<file path="src/rtl/bcd_serial_alu_ctrl.sv">
// Digit-serial BCD add/subtract controller that time-shares one 4-bit binary adder.
// Optional feature macro: BCD_SUB_EN (enables the subtract path selected by op).

module four_bit_add (
  input  logic [3:0] x,
  input  logic [3:0] y,
  input  logic       cin,
  output logic [3:0] sum,
  output logic       cout
);
  assign {cout, sum} = 5'(x) + 5'(y) + 5'(cin);
endmodule

module bcd_serial_alu_ctrl #(
  parameter int DIGITS = 4
) (
  input  logic                clk,
  input  logic                rst,
  input  logic                start,
  input  logic                op,
  input  logic [4*DIGITS-1:0] a,
  input  logic [4*DIGITS-1:0] b,
  output logic                busy,
  output logic                done,
  output logic [4*DIGITS-1:0] result,
  output logic                cout,
  output logic                bcd_err,
  output logic [1:0]          dbg_state
);
  localparam int W = 4 * DIGITS;
  localparam logic [3:0] LAST = 4'(DIGITS - 1);

  typedef enum logic [1:0] {
    IDLE = 2'd0,
    ADD  = 2'd1,
    CORR = 2'd2,
    DONE = 2'd3
  } state_t;

  state_t state, state_nxt;

  logic [W-1:0] a_r, b_r, res_int, res_nxt;
  logic [3:0]   idx;
  logic         carry, err_r;
  logic [4:0]   raw;
  logic [3:0]   a_d, b_d, b_eff;
  logic [3:0]   add_x, add_y, add_sum;
  logic         add_cin, add_cout;
  logic         raw_gt9;
  logic [3:0]   digit_nxt;
  logic         in_err;

`ifdef BCD_SUB_EN
  logic op_r;
`else
  logic unused_op;
  assign unused_op = op;
`endif

  // The only arithmetic unit: digit sum in ADD, +6 correction in CORR.
  four_bit_add u_add (
    .x   (add_x),
    .y   (add_y),
    .cin (add_cin),
    .sum (add_sum),
    .cout(add_cout)
  );

  always_ff @(posedge clk) begin
    if (rst) state <= IDLE;
    else     state <= state_nxt;
  end

  always_comb begin
    state_nxt = state;
    case (state)
      IDLE:    if (start) state_nxt = ADD;
      ADD:     state_nxt = CORR;
      CORR:    state_nxt = (idx == LAST) ? DONE : ADD;
      DONE:    state_nxt = IDLE;
      default: state_nxt = IDLE;
    endcase
  end

  always_comb begin
    busy      = (state == ADD) || (state == CORR);
    done      = (state == DONE);
    dbg_state = state;
    if (state == CORR) begin
      add_x   = raw[3:0];
      add_y   = 4'd6;
      add_cin = 1'b0;
    end else begin
      add_x   = a_d;
      add_y   = b_eff;
      add_cin = carry;
    end
  end

  always_comb begin
    a_d = 4'd0;
    b_d = 4'd0;
    for (int i = 0; i < DIGITS; i++) begin
      if (idx == 4'(i)) begin
        a_d = a_r[i*4 +: 4];
        b_d = b_r[i*4 +: 4];
      end
    end
  end

`ifdef BCD_SUB_EN
  // Nine's complement of b; with carry-in 1 this forms the ten's complement.
  assign b_eff = op_r ? (4'd9 - b_d) : b_d;
`else
  assign b_eff = b_d;
`endif

  always_comb begin
    in_err = 1'b0;
    for (int i = 0; i < DIGITS; i++) begin
      if ((a[i*4 +: 4] > 4'd9) || (b[i*4 +: 4] > 4'd9)) in_err = 1'b1;
    end
  end

  assign raw_gt9   = (raw > 5'd9);
  assign digit_nxt = raw_gt9 ? add_sum : raw[3:0];

  always_comb begin
    res_nxt = res_int;
    for (int i = 0; i < DIGITS; i++) begin
      if (idx == 4'(i)) res_nxt[i*4 +: 4] = digit_nxt;
    end
  end

  // Outputs load on the edge entering DONE so they are already valid while done is high.
  always_ff @(posedge clk) begin
    if (rst) begin
      a_r     <= '0;
      b_r     <= '0;
      res_int <= '0;
      idx     <= 4'd0;
      carry   <= 1'b0;
      err_r   <= 1'b0;
      raw     <= 5'd0;
      result  <= '0;
      cout    <= 1'b0;
      bcd_err <= 1'b0;
`ifdef BCD_SUB_EN
      op_r    <= 1'b0;
`endif
    end else begin
      case (state)
        IDLE: begin
          if (start) begin
            a_r     <= a;
            b_r     <= b;
            res_int <= '0;
            idx     <= 4'd0;
            err_r   <= in_err;
`ifdef BCD_SUB_EN
            op_r    <= op;
            carry   <= op;
`else
            carry   <= 1'b0;
`endif
          end
        end
        ADD: raw <= {add_cout, add_sum};
        CORR: begin
          res_int <= res_nxt;
          carry   <= raw_gt9;
          if (idx == LAST) begin
            result  <= res_nxt;
            cout    <= raw_gt9;
            bcd_err <= err_r;
          end else begin
            idx <= idx + 4'd1;
          end
        end
        default: ;
      endcase
    end
  end
endmodule

</file>
<file path="config.mk">
export PLATFORM = sky130hd
export DESIGN_NAME = bcd_serial_alu_ctrl
export DESIGN_NICKNAME = d
export VERILOG_FILES = /design/src/rtl/bcd_serial_alu_ctrl.sv
export SDC_FILE = /design/constraint.sdc
export NUM_CORES = 1
export LEC_CHECK = 0
export BUFFER_PORTS_ARGS = -buffer_cell sky130_fd_sc_hd__buf_2
export CAP_MARGIN = 20
export CORE_ASPECT_RATIO = 2
export CORE_MARGIN = 2
export CORE_UTILIZATION = 54
export CTS_CLUSTER_SIZE = 14
export DETAILED_ROUTE_END_ITERATION = 8
export PLACE_DENSITY = 0.77
export SYNTH_ARGS = -nofsm -noshare
export SYNTH_HDL_FRONTEND = slang
export SYNTH_SLANG_ARGS = --single-unit
</file>
<file path="constraint.sdc">
create_clock -name clk -period 8.52 [get_ports clk]
set_input_delay 0 -clock clk [delete_from_list [all_inputs] [get_ports clk]]
set_output_delay 0 -clock clk [all_outputs]
set_load 0.005 [all_outputs]
</file>
* Yosys cells after proc, flatten, opt, wreduce, memory -nomap -nowiden
Cells that the tools add are included.
W data, S select, Z words.
** Word-level totals
- Register bits after elaboration :: 79
- Input bits :: 36
- Output and inout port bits :: 22
- Logic and storage cells :: 73
** Operators by class
- Add/subtract/negate cells :: 3
- Order comparisons :: 9
- Equal/unequal tests :: 8
- Muxes and demuxes :: 30
- Reductions and logical operators :: 12
** Operators with widths (count)
- $mux W4 :: 17
- $gt A4 B4 Y1 const B :: 8
- $pmux W16 S2 :: 1
- $mux W16 :: 1
- $eq A4 B2 Y1 const B :: 2
- $pmux W2 S4 :: 1
- $pmux W4 S2 :: 1
- $mux W1 :: 6
- $reduce_and A2 Y1 :: 3
- $add A4 B4 Y5 :: 1
- $add A5 B1 Y5 :: 1
- $gt A5 B4 Y1 const B :: 1
- $logic_or A1 B1 Y1 :: 5
- $add A4 B1 Y4 const B :: 1
- $eq A2 B2 Y1 const B :: 2
- $eq A4 B1 Y1 const B :: 1
- $logic_not A4 Y1 :: 1
- $mux W2 :: 2
- $ne A2 B2 Y1 const B :: 2
- $reduce_and A3 Y1 :: 1
- $eq A2 B1 Y1 const B :: 1
- $logic_not A2 Y1 :: 1
- $pmux W1 S2 :: 1
- $reduce_bool A2 Y1 :: 1

* Depth between registers and ports, before layout
Gate-level depths: netlist of the first run.
- Depth in word-level cells :: 11
- Mapped depth :: 14
- Depth with buffers taken out :: 13

* Modules after synthesis
From an unflattened synthesis of the first run, not the netlist that was laid out.
** Unflattened totals
- Cells, all modules :: 454
- Area, all modules :: 3631.0 sq um
** By module, submodules not included
- bcd_serial_alu_ctrl :: instances 1, cells an instance 438, area each 3487.1 sq um, seq. area each 1501.4 sq um
- four_bit_add :: instances 1, cells an instance 16, area each 143.9 sq um, seq. area each 0.0 sq um

* Worst setup path before layout of the first run
No wires, ideal clock.
- Kind :: reg-to-reg
- Start point :: register idx[1]
- End point :: register res_int[2]
- Library setup time :: 126 ps
- Data arrival time :: 2878 ps
- Data required time :: 8394 ps
- Slack :: 5516 ps
- Stages on the path, launching flop included :: 14
- Path buffers :: 1
- Period minus slack after synthesis :: 3004 ps
- Cell sequence :: dfxtp_1 -> inv_1 -> ha_1 -> nor3b_2 -> buf_2 -> a221oi_1 -> o21ai_1 -> o21ai_1 -> fa_1 -> fa_1 -> xnor2_1 -> mux2_2 -> a22oi_1 -> nor2_1
** Between the ends
- Cells in the longest elaborated chain, start to end :: 11
- Elaborated cells between the ends (all ways) :: 19
- Classes of those cells :: add/sub: 2; eq/ne: 3; mux: 13; reduce/logical: 1
** RTL lines
- start: declaration :: RTL line 43 : logic [3:0] idx;
- start signal: assignment :: RTL line 177 : idx <= idx + 4'd1;
- $logic_not A4 Y1 :: RTL line 104, 131
- $mux W4 (4 in series) :: RTL line 104 : if (idx == 4'(i)) begin
- $mux W4 :: RTL line 89 : if (state == CORR) begin
- $add A4 B4 Y5 :: RTL line 11 : assign {cout, sum} = 5'(x) + 5'(y) + 5'(cin);
- $add A5 B1 Y5 :: RTL line 11
- $mux W4 :: RTL line 126 : assign digit_nxt = raw_gt9 ? add_sum : raw[3:0];
- $mux W4 (*) :: RTL line 131 : if (idx == 4'(i)) res_nxt[i*4 +: 4] = digit_nxt;
- $pmux W16 S2 (*) :: RTL line 152 : case (state)
- end signal: assignment :: RTL line 170 : res_int <= res_nxt;
- end: declaration :: RTL line 42 : logic [W-1:0] a_r, b_r, res_int, res_nxt;
Every way passes the cells marked *; elsewhere a longest branch is shown, timed or not.
A chain may end at the register's enable or synchronous reset.

* Worst setup path after layout of the first run
- Start point :: register idx[1]
- End point :: register result[2]
** Between the ends
- Cells in the longest elaborated chain, start to end :: 10
- Elaborated cells between the ends (all ways) :: 19
- Classes of those cells :: add/sub: 2; eq/ne: 3; mux: 12; reduce/logical: 2
** RTL lines
- $logic_not A4 Y1 :: RTL line 104, 131
- $mux W4 (4 in series) :: RTL line 104
- $mux W4 :: RTL line 89
- $add A4 B4 Y5 :: RTL line 11
- $add A5 B1 Y5 :: RTL line 11
- $mux W4 :: RTL line 126
- $mux W4 :: RTL line 131
- end signal: assignment :: RTL line 173 : result <= res_nxt;
- end: declaration :: RTL line 25 : output logic [4*DIGITS-1:0] result,
Parallel ways exist; a longest one is shown, timed or not.

==> results of run 1 <==
[power by group]
part | internal, µW | switching (µW) | leakage, µW
combinational | 97.9 | 150 | 0.00103
clock | 200 | 134 | 0.000122
sequential | 380 | 22.5 | 0.000610
total | 678 | 306 | 0.00176
[final cells by class]
| cell class | count | area [µm²] | share of cell area |
|---|---|---|---|
| Multi-Input combinational cell | 330 | 1904 | 0.4262 |
| Sequential cell | 75 | 1501 | 0.3360 |
| Timing Repair Buffer | 93 | 660.6 | 0.1479 |
| Clock buffer | 13 | 250.2 | 0.05601 |
| Tap cell | 88 | 110.1 | 0.02464 |
| Inverter | 11 | 41.29 | 0.009241 |
[logic make-up after synthesis]
group,after synthesis,share of synthesized area
XOR/XNOR,4,0.009809
buffers and inverters,40,0.05079
adder cells (fa/ha/maj),13,0.04974
multiplexers,6,0.01927
AO/OA/AOI/OAI,125,0.2259
flip-flops,75,0.4203
AND/OR/NAND/NOR,182,0.2242
[Yosys cell counts, types with 3 or more instances]
cell type  instances
buf_2             10
nor2_2             3
buf_4              3
inv_1             10
nand2_1           99
o21ai_0           12
clkbuf_1          14
mux2i_1            3
a22oi_1           14
nand3_1            7
a21oi_1           54
dfxtp_1           75
o21ai_1           11
a211oi_2           5
a211oi_1          10
a221oi_1           6
a31oi_1            4
nor3_1             7
nor2_1            50
ha_1              11
[stage by stage]
| step | cell area, µm² | instances | setup WS (ps) |
|---|---|---|---|
| 5_1_grt | 4468 | 610 | 4289 |
| 3_3_place_gp | 3860 | 563 | 4678 |
| 3_5_place_dp | 3860 | 563 | 4662 |
| 6_report | 4468 | 610 | 4624 |
| 4_1_cts | 4441 | 609 | 4608 |
| 2_1_floorplan | 3572 | 445 | 5516 |
[worst max-delay path, cell delays in order (launching register included)]
cell      delay [ps]
dfxtp_1          340
inv_1            110
ha_1             280
nor3b_2          790
a221oi_1         210
o21ai_1          230
o21ai_1          120
fa_1             460
fa_1             410
xnor2_1          250
mux2_2           320
nand3_1          100
a31oi_1          190
[sequential cells by signal, summed over array words and instances, names as in the netlist]
register and cells:
carry 1, cout 1, result 16, err_r 1, raw 5, b_r 16, a_r 16, idx 4
bcd_err 1, dbg_state 2, res_int 12
[worst paths after layout]
| check | start | to | slack, ps | cells after the start |
|---|---|---|---|---|
| worst max-delay path | idx[1]$_SDFFE_PP0P_ | result[2]$_SDFFE_PP0P_ | 4620 | 12 |
| worst min-delay path | rst | res_int[11]$_SDFFE_PP0P_ | 320 | 3 |
| worst max register to register | idx[1]$_SDFFE_PP0P_ | result[2]$_SDFFE_PP0P_ | 4620 | 12 |
| worst min register to register | b_r[3]$_SDFFE_PP0P_ | b_r[3]$_SDFFE_PP0P_ | 460 | 2 |
[layer usage]
| layer | GRT usage | vias to the layer above | routed length, µm |
|---|---|---|---|
| met1 | 0.3338 | 1584 | 3727 |
| met4 | 0.1144 | 0 | 208 |
| met2 | 0.4421 | 111 | 4706 |
| met5 | 0 | - | 0 |
| li1 | - | 1674 | - |
| met3 | 0.05972 | 14 | 422 |
[repair_timing]
action,4_1_cts,5_1_grt
endpoints found under the hold margin,33,0
hold buffers,33,0
resized for setup,0,0
==> results.py, run 1 <==
metrics = {
    "setup_path": {
        "cp-start-kind": "register",
        "crit_fanout": 12,
        "arrival_ps": 4150,
        "crit_path_end_kind": "register",
        "required_ps": 8780,
        "crit_type": "register to register",
    },
    "final_layout": {
        "fin_nets": 569,
        "diodes": 0,
        "drive_above_1_share": 0.1782,
        "area_growth_pct": 25.08,
        "layout_common_cells": "nand2_1, dfxtp_1, buf_2",
        "fillers": 571,
        "final_common_cell": "nand2_1",
        "final_util": 0.6857,
    },
    "timing": {
        "max_slew_margin": 0.3904,
        "finalSetupViolCount": 0,
        "rsz0062_at_grt": "false",
        "fin_worst_skew_ps": 3.286,
        "finalSetupTns_ps": 0,
        "fmax_mhz": 256.6,
        "hold_viol_final": 0,
        "hold_slack_ps": 317.1,
        "maxSlewViolCount": 0,
        "worst_pin_slew_ps": 910.4,
        "timing.final.crit_share": 0.4573,
        "final.min_clock_period_ps": 3896,
    },
    "global_routing": {
        "grt.overflow.total": 0,
        "grt_pass1_wl_um": 15060,
        "grt_pass1_vias": 3234,
        "grt_max_degree": 75,
        "grt_usage": 0.2723,
        "antenna_found_initial": 0,
    },
    "clocking": {
        "clockBufferDepth": 2,
        "cts_root_buf": "clkbuf_16",
        "clk_pin_slew_ps": 50,
        "cts_buffers": 9,
        "tritoncts": "done",
        "cts_max_level": 3,
        "postCtsSetupRepairBufs": 0,
        "clk_latency_ps": 340,
        "clock-sinks": 75,
    },
    "floorplanning": {
        "io_pins": 58,
        "die_h_um": 119.0,
        "die-area_um2": 7321,
        "row_count": 42,
        "die_w_um": 61.51,
        "core-area_um2": 6516,
        "start_util": 0.5482,
    },
    "yosys": {
        "syn_nets": 494,
        "synth_edf_count": 0,
        "synth_seq_cells": 75,
        "synth.largest_area_cell": "dfxtp_1",
        "syn_inst": 445,
        "synthTopCellsByArea": "dfxtp_1, nand2_1, a21oi_1",
        "syn_area_um2": 3572,
        "synthArstFlopShare": 0,
        "syn_avg_cell_area_um2": 8.027,
        "seq_area_frac_synth": 0.4203,
        "synth_top_area_share": 0.4203,
        "yosys_most_used_dff": "dfxtp_1",
        "ys_warn_count": 0,
        "ys_types": 48,
    },
    "worst_hold_path": {
        "hold_class": "input port to register",
    },
    "placed_design": {
        "io_buffer_count": 56,
        "dp_hpwl_um": 5638,
        "place_congestion": 0.8310,
    },
    "route": {
        "vias": 3383,
        "wl_per_cell_um": 14.86,
        "dr.pass1.iters": 4,
        "drc": 0,
        "via_per_inst": 5.546,
        "antenna_left": 0,
        "drt_iter0_drc": 215,
        "drt_wl_total_um": 9065,
    },
    "power": {
        "p_total_uw": 984.2,
        "power.leakage_uw": 0.001762,
        "p_per_area_nw_per_um2": 220.3,
        "irDropWorstVdd_mv": 0.1447,
    },
    "outcome": {
        "status": "finished clean",
    },
    "flow_run": {
        "max_cap_viol_count": 0,
    },
}
Note: power is estimated with default switching activity, not from simulation.
==> run 2, diff against run 1 <==
--- a/config.mk
+++ b/config.mk
@@ -5,6 +5,7 @@
 export SDC_FILE = /design/constraint.sdc
 export NUM_CORES = 1
 export LEC_CHECK = 0
+export ABC_AREA = 1
 export BUFFER_PORTS_ARGS = -buffer_cell sky130_fd_sc_hd__buf_2
 export CAP_MARGIN = 20
 export CORE_ASPECT_RATIO = 2
==> constraint.sdc (replaced) <==
create_clock -name clk -period 4 [get_ports clk]
set_input_delay 0 -clock clk [delete_from_list [all_inputs] [get_ports clk]]
set_output_delay 0 -clock clk [all_outputs]
set_load 0.005 [all_outputs]
==> run 2 against run 1 <==
Utilization shrank 0.053 points. Highest routed layer unchanged. Non-clock buffer count fell by 3. Global-route usage shrank 1.6 points. Final area up 0.73%. Cell count up 10%. Largest cell class unchanged. Clock power rose by 110%. Sequential share of layout area is 0.24 points lower. Clock skew is 1.8 ps higher. Critical path depth rose by 3. Routed wire length shrank 0.30%. Count of clock-buffer cells in the layout did not move. Largest power group is now combinational cells.
==> results.py, run 2 <==
metrics = {
    "outcome": {
        "status": "finished clean",
    },
    "floorplanning": {
        "core-area_um2": 6569,
        "die-area_um2": 7492,
        "start_util": 0.5571,
        "die_h_um": 120.4,
        "die_w_um": 62.21,
        "io_pins": 58,
        "row_count": 42,
    },
    "timing": {
        "fin_worst_skew_ps": 5.071,
        "max_slew_margin": 0.5269,
        "maxSlewViolCount": 0,
        "rsz0062_at_grt": "false",
        "finalSetupViolCount": 0,
        "hold_viol_final": 0,
        "timing.final.crit_share": 0.8314,
        "final.min_clock_period_ps": 3325,
        "fmax_mhz": 300.7,
        "finalSetupTns_ps": 0,
        "worst_pin_slew_ps": 708.8,
    },
    "route": {
        "dr.pass1.iters": 5,
        "drt_iter0_drc": 155,
        "drt_wl_total_um": 9038,
        "antenna_left": 0,
        "vias": 3532,
        "via_per_inst": 5.248,
        "drc": 0,
        "wl_per_cell_um": 13.43,
    },
    "final_layout": {
        "drive_above_1_share": 0.1709,
        "reg_top3": "a_r x16, b_r x16, result x16",
        "final_common_cell": "nand2_1",
        "layout_common_cells": "nand2_1, dfxtp_1, nor2_1",
        "fin_nets": 632,
        "area_growth_pct": 22.97,
        "diodes": 0,
    },
    "yosys": {
        "yosys-top-cells-count": "nand2_1, dfxtp_1, nor2_1",
        "syn_nets": 557,
        "synth_top_area_share": 0.4103,
        "synthTopCellsByArea": "dfxtp_1, nand2_1, o21ai_0",
        "yosysMostFrequentCell": "nand2_1",
        "ys_warn_count": 0,
        "synthArstFlopShare": 0,
        "synth_seq_cells": 75,
        "synth.largest_area_cell": "dfxtp_1",
        "synth_edf_count": 0,
        "syn_area_um2": 3660,
        "ys_types": 36,
        "syn_avg_cell_area_um2": 7.204,
        "seq_area_frac_synth": 0.4103,
        "yosys_most_used_dff": "dfxtp_1",
        "syn_inst": 508,
    },
    "power": {
        "p_total_uw": 2565,
        "p_per_area_nw_per_um2": 569.9,
        "irDropWorstVdd_mv": 0.3588,
        "power.leakage_uw": 0.002120,
    },
    "setup_path": {
        "path_delay_family": "adder cells",
        "path_cells": "inv_1, ha_1, nand2_1, inv_2, a21oi_1, o221ai_1, fa_1, fa_1, xor2_1, nand2_1, o21ai_2, nand2_1, nand2_1, a21o_1, inv_1",
        "crit_fanout": 13,
        "crit_path_end_kind": "register",
        "cp_num_buf_inv": 3,
        "crit_top_cell": "nand2_1",
        "arrival_ps": 3560,
        "cp_slowest_cell": "fa_1",
        "crit_type": "register to register",
        "cp-start-kind": "register",
        "required_ps": 4240,
        "cpPeakStageDelay_ps": 490,
    },
    "clocking": {
        "clk_pin_slew_ps": 50,
        "cts_buffers": 9,
        "cts_root_buf": "clkbuf_16",
        "clock-sinks": 75,
        "cts_max_level": 3,
        "clk_latency_ps": 340,
        "postCtsSetupRepairBufs": 0,
        "clockBufferDepth": 2,
        "tritoncts": "done",
    },
    "global_routing": {
        "grt_pass1_wl_um": 14820,
        "grt_usage": 0.2562,
        "grt.overflow.total": 0,
        "grt_pass1_vias": 3332,
        "grt_max_degree": 37,
        "antenna_found_initial": 0,
    },
    "placed_design": {
        "dp_hpwl_um": 6348,
        "place_congestion": 0.9204,
        "io_buffer_count": 56,
    },
    "worst_hold_path": {
        "hold_class": "input port to register",
    },
    "flow_run": {
        "max_cap_viol_count": 0,
    },
}
[run 2: changes by cell type after synthesis, moves of 12 or more]
cell     before  now
a21oi_1      54   24
a22oi_1      14    2
inv_1        10   46
nand3_1       7   36
nor2_1       50   66
o21ai_0      12   58
[run 2: timing repair]
action,CTS,global route
hold endpoints to repair,31,0
hold buffers,31,0
gates resized for setup,0,0
[run 2: kinds of logic (layout without fill, tap and decap cells)]
logic type      after synthesis  after routing  share of synthesized area
simple gates                217            217                     0.2533
compound gates              122            122                     0.1932
buf+inv                      80            157                    0.09231
flops                        75             75                     0.4103
fa+ha+maj                    13             13                    0.04855
xor+xnor                      1              1                   0.002394
[run 2: routing by layer]
| layer | track usage | vias to the layer above | routed length (µm) |
|---|---|---|---|
| li1 | - | 1804 | - |
| met1 | 0.2334 | 1608 | 3266 |
| met2 | 0.4966 | 87 | 5025 |
| met3 | 0.05860 | 33 | 296 |
| met4 | 0.1611 | 0 | 450 |
| met5 | 0 | - | 0 |
[run 2: report_power, final]
group	switching, µW	internal [µW]	leakage (µW)	total, µW
clock network	279	426	0.000122	705
logic	612	337	0.00138	949
registers	65.9	845	0.000613	911
[run 2: worst register-to-register path, stage by stage, from the launching register on]
cell and delay (ps):
dfxtp_1 370, inv_1 110, ha_1 210, nand2_1 350
inv_2 210, a21oi_1 160, o221ai_1 180, fa_1 490
fa_1 410, xor2_1 180, nand2_1 90, o21ai_2 140
nand2_1 110, nand2_1 80, a21o_1 100, inv_1 30
[run 2: worst paths after layout]
| path | from | to | slack (ps) | cells past startpoint |
|---|---|---|---|---|
| worst max-delay path | idx[0]$_SDFFE_PP0P_ | result[2]$_SDFFE_PP0P_ | 670 | 15 |
| worst min-delay path | a[4] | a_r[4]$_SDFFE_PP0P_ | 20 | 3 |
| worst max register to register | idx[0]$_SDFFE_PP0P_ | result[2]$_SDFFE_PP0P_ | 670 | 15 |
| worst min register to register | a_r[5]$_SDFFE_PP0P_ | a_r[5]$_SDFFE_PP0P_ | 450 | 2 |
[run 2: area by class of cell]
type                            count  area (µm²)
Multi-Input combinational cell    353        1821
Timing Repair Buffer               90       613.1
Inverter                           54       205.2
Sequential cell                    75        1501
Fill cell                         552        2068
Clock buffer                       13       250.2
Tap cell                           88       110.1
[run 2: through the flow]
stage | util | std cells | hold WS, ps | cell area (µm²) | worst slack (ps)
2_1_floorplan | - | 508 | 78.47 | 3660 | 1298
3_3_place_gp | 0.5998 | 629 | 250.0 | 3940 | 778.3
3_5_place_dp | 0.5998 | 629 | 255.6 | 3940 | 704.3
4_1_cts | 0.6851 | 673 | 18.50 | 4501 | 685.8
5_1_grt | 0.6851 | 673 | 9.427 | 4501 | 415.3
6_report | 0.6851 | 673 | 20.98 | 4501 | 674.5
==> run 3, diff against run 2 <==
--- a/config.mk
+++ b/config.mk
@@ -5,15 +5,15 @@
 export SDC_FILE = /design/constraint.sdc
 export NUM_CORES = 1
 export LEC_CHECK = 0
-export ABC_AREA = 1
+export ABC_AREA = 0
 export BUFFER_PORTS_ARGS = -buffer_cell sky130_fd_sc_hd__buf_2
 export CAP_MARGIN = 20
 export CORE_ASPECT_RATIO = 2
 export CORE_MARGIN = 2
-export CORE_UTILIZATION = 54
+export CORE_UTILIZATION = 51
 export CTS_CLUSTER_SIZE = 14
 export DETAILED_ROUTE_END_ITERATION = 8
-export PLACE_DENSITY = 0.77
+export PLACE_DENSITY = 0.76
 export SYNTH_ARGS = -nofsm -noshare
 export SYNTH_HDL_FRONTEND = slang
 export SYNTH_SLANG_ARGS = --single-unit
==> constraint.sdc (replaced) <==
create_clock -name clk -period 2.8 [get_ports clk]
set_input_delay 0 -clock clk [delete_from_list [all_inputs] [get_ports clk]]
set_output_delay 0 -clock clk [all_outputs]
set_load 0.005 [all_outputs]
==> run 3 against run 2 <==
The flow now finishes with violations (negative setup slack). Power rose by 37%. Utilization rose by 4.9 points. Worst hold slack got worse by 19 ps. Setup slack got worse by 720 ps.
==> results.py, run 3 (synthesized netlist as in run 1, its figures left out) <==
metrics = {
    "floorplanning": {
        "core-area_um2": 6887,
        "die_w_um": 63.18,
        "io_pins": 58,
        "die-area_um2": 7730,
        "start_util": 0.5187,
        "row_count": 43,
        "die_h_um": 122.4,
    },
    "timing": {
        "finalSetupViolCount": 9,
        "worst_pin_slew_ps": 489.9,
        "fmax_mhz": 351.6,
        "rsz0062_at_grt": "true",
        "fin_worst_skew_ps": 6.047,
        "final.min_clock_period_ps": 2844,
        "timing.final.crit_share": 1.016,
        "worst_slack_ps": -44.11,
        "hold_slack_ps": 2.128,
        "maxSlewViolCount": 0,
        "max_slew_margin": 0.6734,
        "hold_viol_final": 0,
    },
    "global_routing": {
        "grt_pass1_wl_um": 17240,
        "antenna_found_initial": 0,
        "grt_max_degree": 33,
        "grt.overflow.total": 0,
        "grt_usage": 0.2945,
        "grt_pass1_vias": 3702,
    },
    "final_layout": {
        "diodes": 0,
        "drive_above_1_share": 0.3167,
        "final_common_cell": "nand2_1",
        "layout_common_cells": "nand2_1, dfxtp_1, buf_2",
        "fillers": 512,
        "multi_input_area_um2": 2127,
        "reg_top3": "a_r x16, b_r x16, result x16",
        "fin_nets": 606,
        "seqCellArea_um2": 1511,
        "area_growth_pct": 41.58,
    },
    "route": {
        "dr.pass1.iters": 5,
        "drt_wl_total_um": 10710,
        "drt_iter0_drc": 265,
        "vias": 3665,
        "drc": 0,
        "via_per_inst": 5.621,
        "wl_per_cell_um": 16.42,
        "antenna_left": 0,
    },
    "outcome": {
        "violations": "negative setup slack",
        "status": "complete, but fails checks",
    },
    "placed_design": {
        "io_buffer_count": 56,
        "place_congestion": 0.9578,
        "dp_hpwl_um": 7274,
        "pre_cts_slack_ps": -179.0,
    },
    "flow_run": {
        "max_cap_viol_count": 0,
    },
    "clocking": {
        "clock-sinks": 75,
        "tritoncts": "done",
        "cts_max_level": 3,
        "cts_buffers": 9,
        "clk_pin_slew_ps": 60,
        "clk_latency_ps": 350,
        "cts_root_buf": "clkbuf_16",
        "clockBufferDepth": 2,
    },
    "setup_path": {
        "required_ps": 3030,
        "crit_type": "register to register",
        "crit_fanout": 7,
        "crit_path_end_kind": "register",
        "arrival_ps": 3080,
        "cp-start-kind": "register",
    },
    "power": {
        "p_per_area_nw_per_um2": 695.6,
        "power.leakage_uw": 0.002022,
        "irDropWorstVdd_mv": 0.5073,
    },
    "worst_hold_path": {
        "hold_class": "input port to register",
    },
}
-- run 3: cell types whose count changed in the layout (fill, tap and decap cells not counted), moves of 19 or more --
cell	before	now
inv_1	46	7
o21ai_0	58	10
a21oi_1	24	52
nor2_1	66	47
buf_4	3	40
nand3_1	36	7
-- run 3: repair_timing --
item                                    4_1_cts  5_1_grt
endpoints found under the setup margin       21       22
hold buffers                                 32        0
resized for setup                            21       27
pin swaps                                     6       18
hold endpoints to repair                     32        0
buffers inserted                              3        1
-- run 3: report_power, final --
part           leakage [µW]  switching, µW  total, µW  internal, µW
clock              0.000158            460       1290           831
combinational       0.00125            565       1000           435
sequential         0.000613           73.8       1230          1150
-- run 3: stage by stage --
| step | utilization | power [µW] | instances | setup TNS [ps] | instance area (µm²) |
|---|---|---|---|---|---|
| 6_report | 0.7344 | 3518 | 652 | -254.1 | 5057 |
| 5_1_grt | 0.7344 | 3661 | 652 | -2578 | 5057 |
| 4_1_cts | 0.7169 | 3436 | 651 | -178.9 | 4937 |
| 3_5_place_dp | 0.6036 | 2070 | 600 | -2259 | 4156 |
| 3_3_place_gp | 0.6036 | 2051 | 600 | -992.3 | 4156 |
| 2_1_floorplan | - | 1765 | 445 | 0 | 3611 |
-- run 3: metal layers --
layer,track usage,up-vias,wire length [µm]
met1,0.2585,1730,3661
met5,0,-,0
met4,0.2527,0,813
met2,0.5565,125,5895
li1,-,1755,-
met3,0.05683,55,339
-- run 3: cell type report --
cell class,instances,share of cell area
multi-input combinational,330,0.4206
tap,90,0.02227
clock buffer,11,0.04998
clock inverter,5,0.01658
sequential,75,0.2989
timing repair buffer,130,0.1826
inverter,11,0.009154
-- run 3: worst paths after layout --
check	to	cells after the start	from	slack, ps
hold / removal	dbg_state[0]$_SDFFE_PP0P_	3	start	2
setup reg to reg	res_int[2]$_SDFFE_PP0P_	12	idx[1]$_SDFFE_PP0P_	-40
setup / recovery	res_int[2]$_SDFFE_PP0P_	12	idx[1]$_SDFFE_PP0P_	-40
hold reg to reg	result[15]$_SDFFE_PP0P_	2	result[15]$_SDFFE_PP0P_	450
-- run 3: worst max-delay path, cell delays in order (launching register included) --
cell and delay (ps):
dfxtp_4 360, inv_4 50, ha_4 160, nor4b_4 370, a221oi_2 120, o21ai_1 120, nand2_1 90, fa_2 400
fa_2 360, xnor2_1 150, mux2_4 330, a22oi_2 150, nor2_1 60
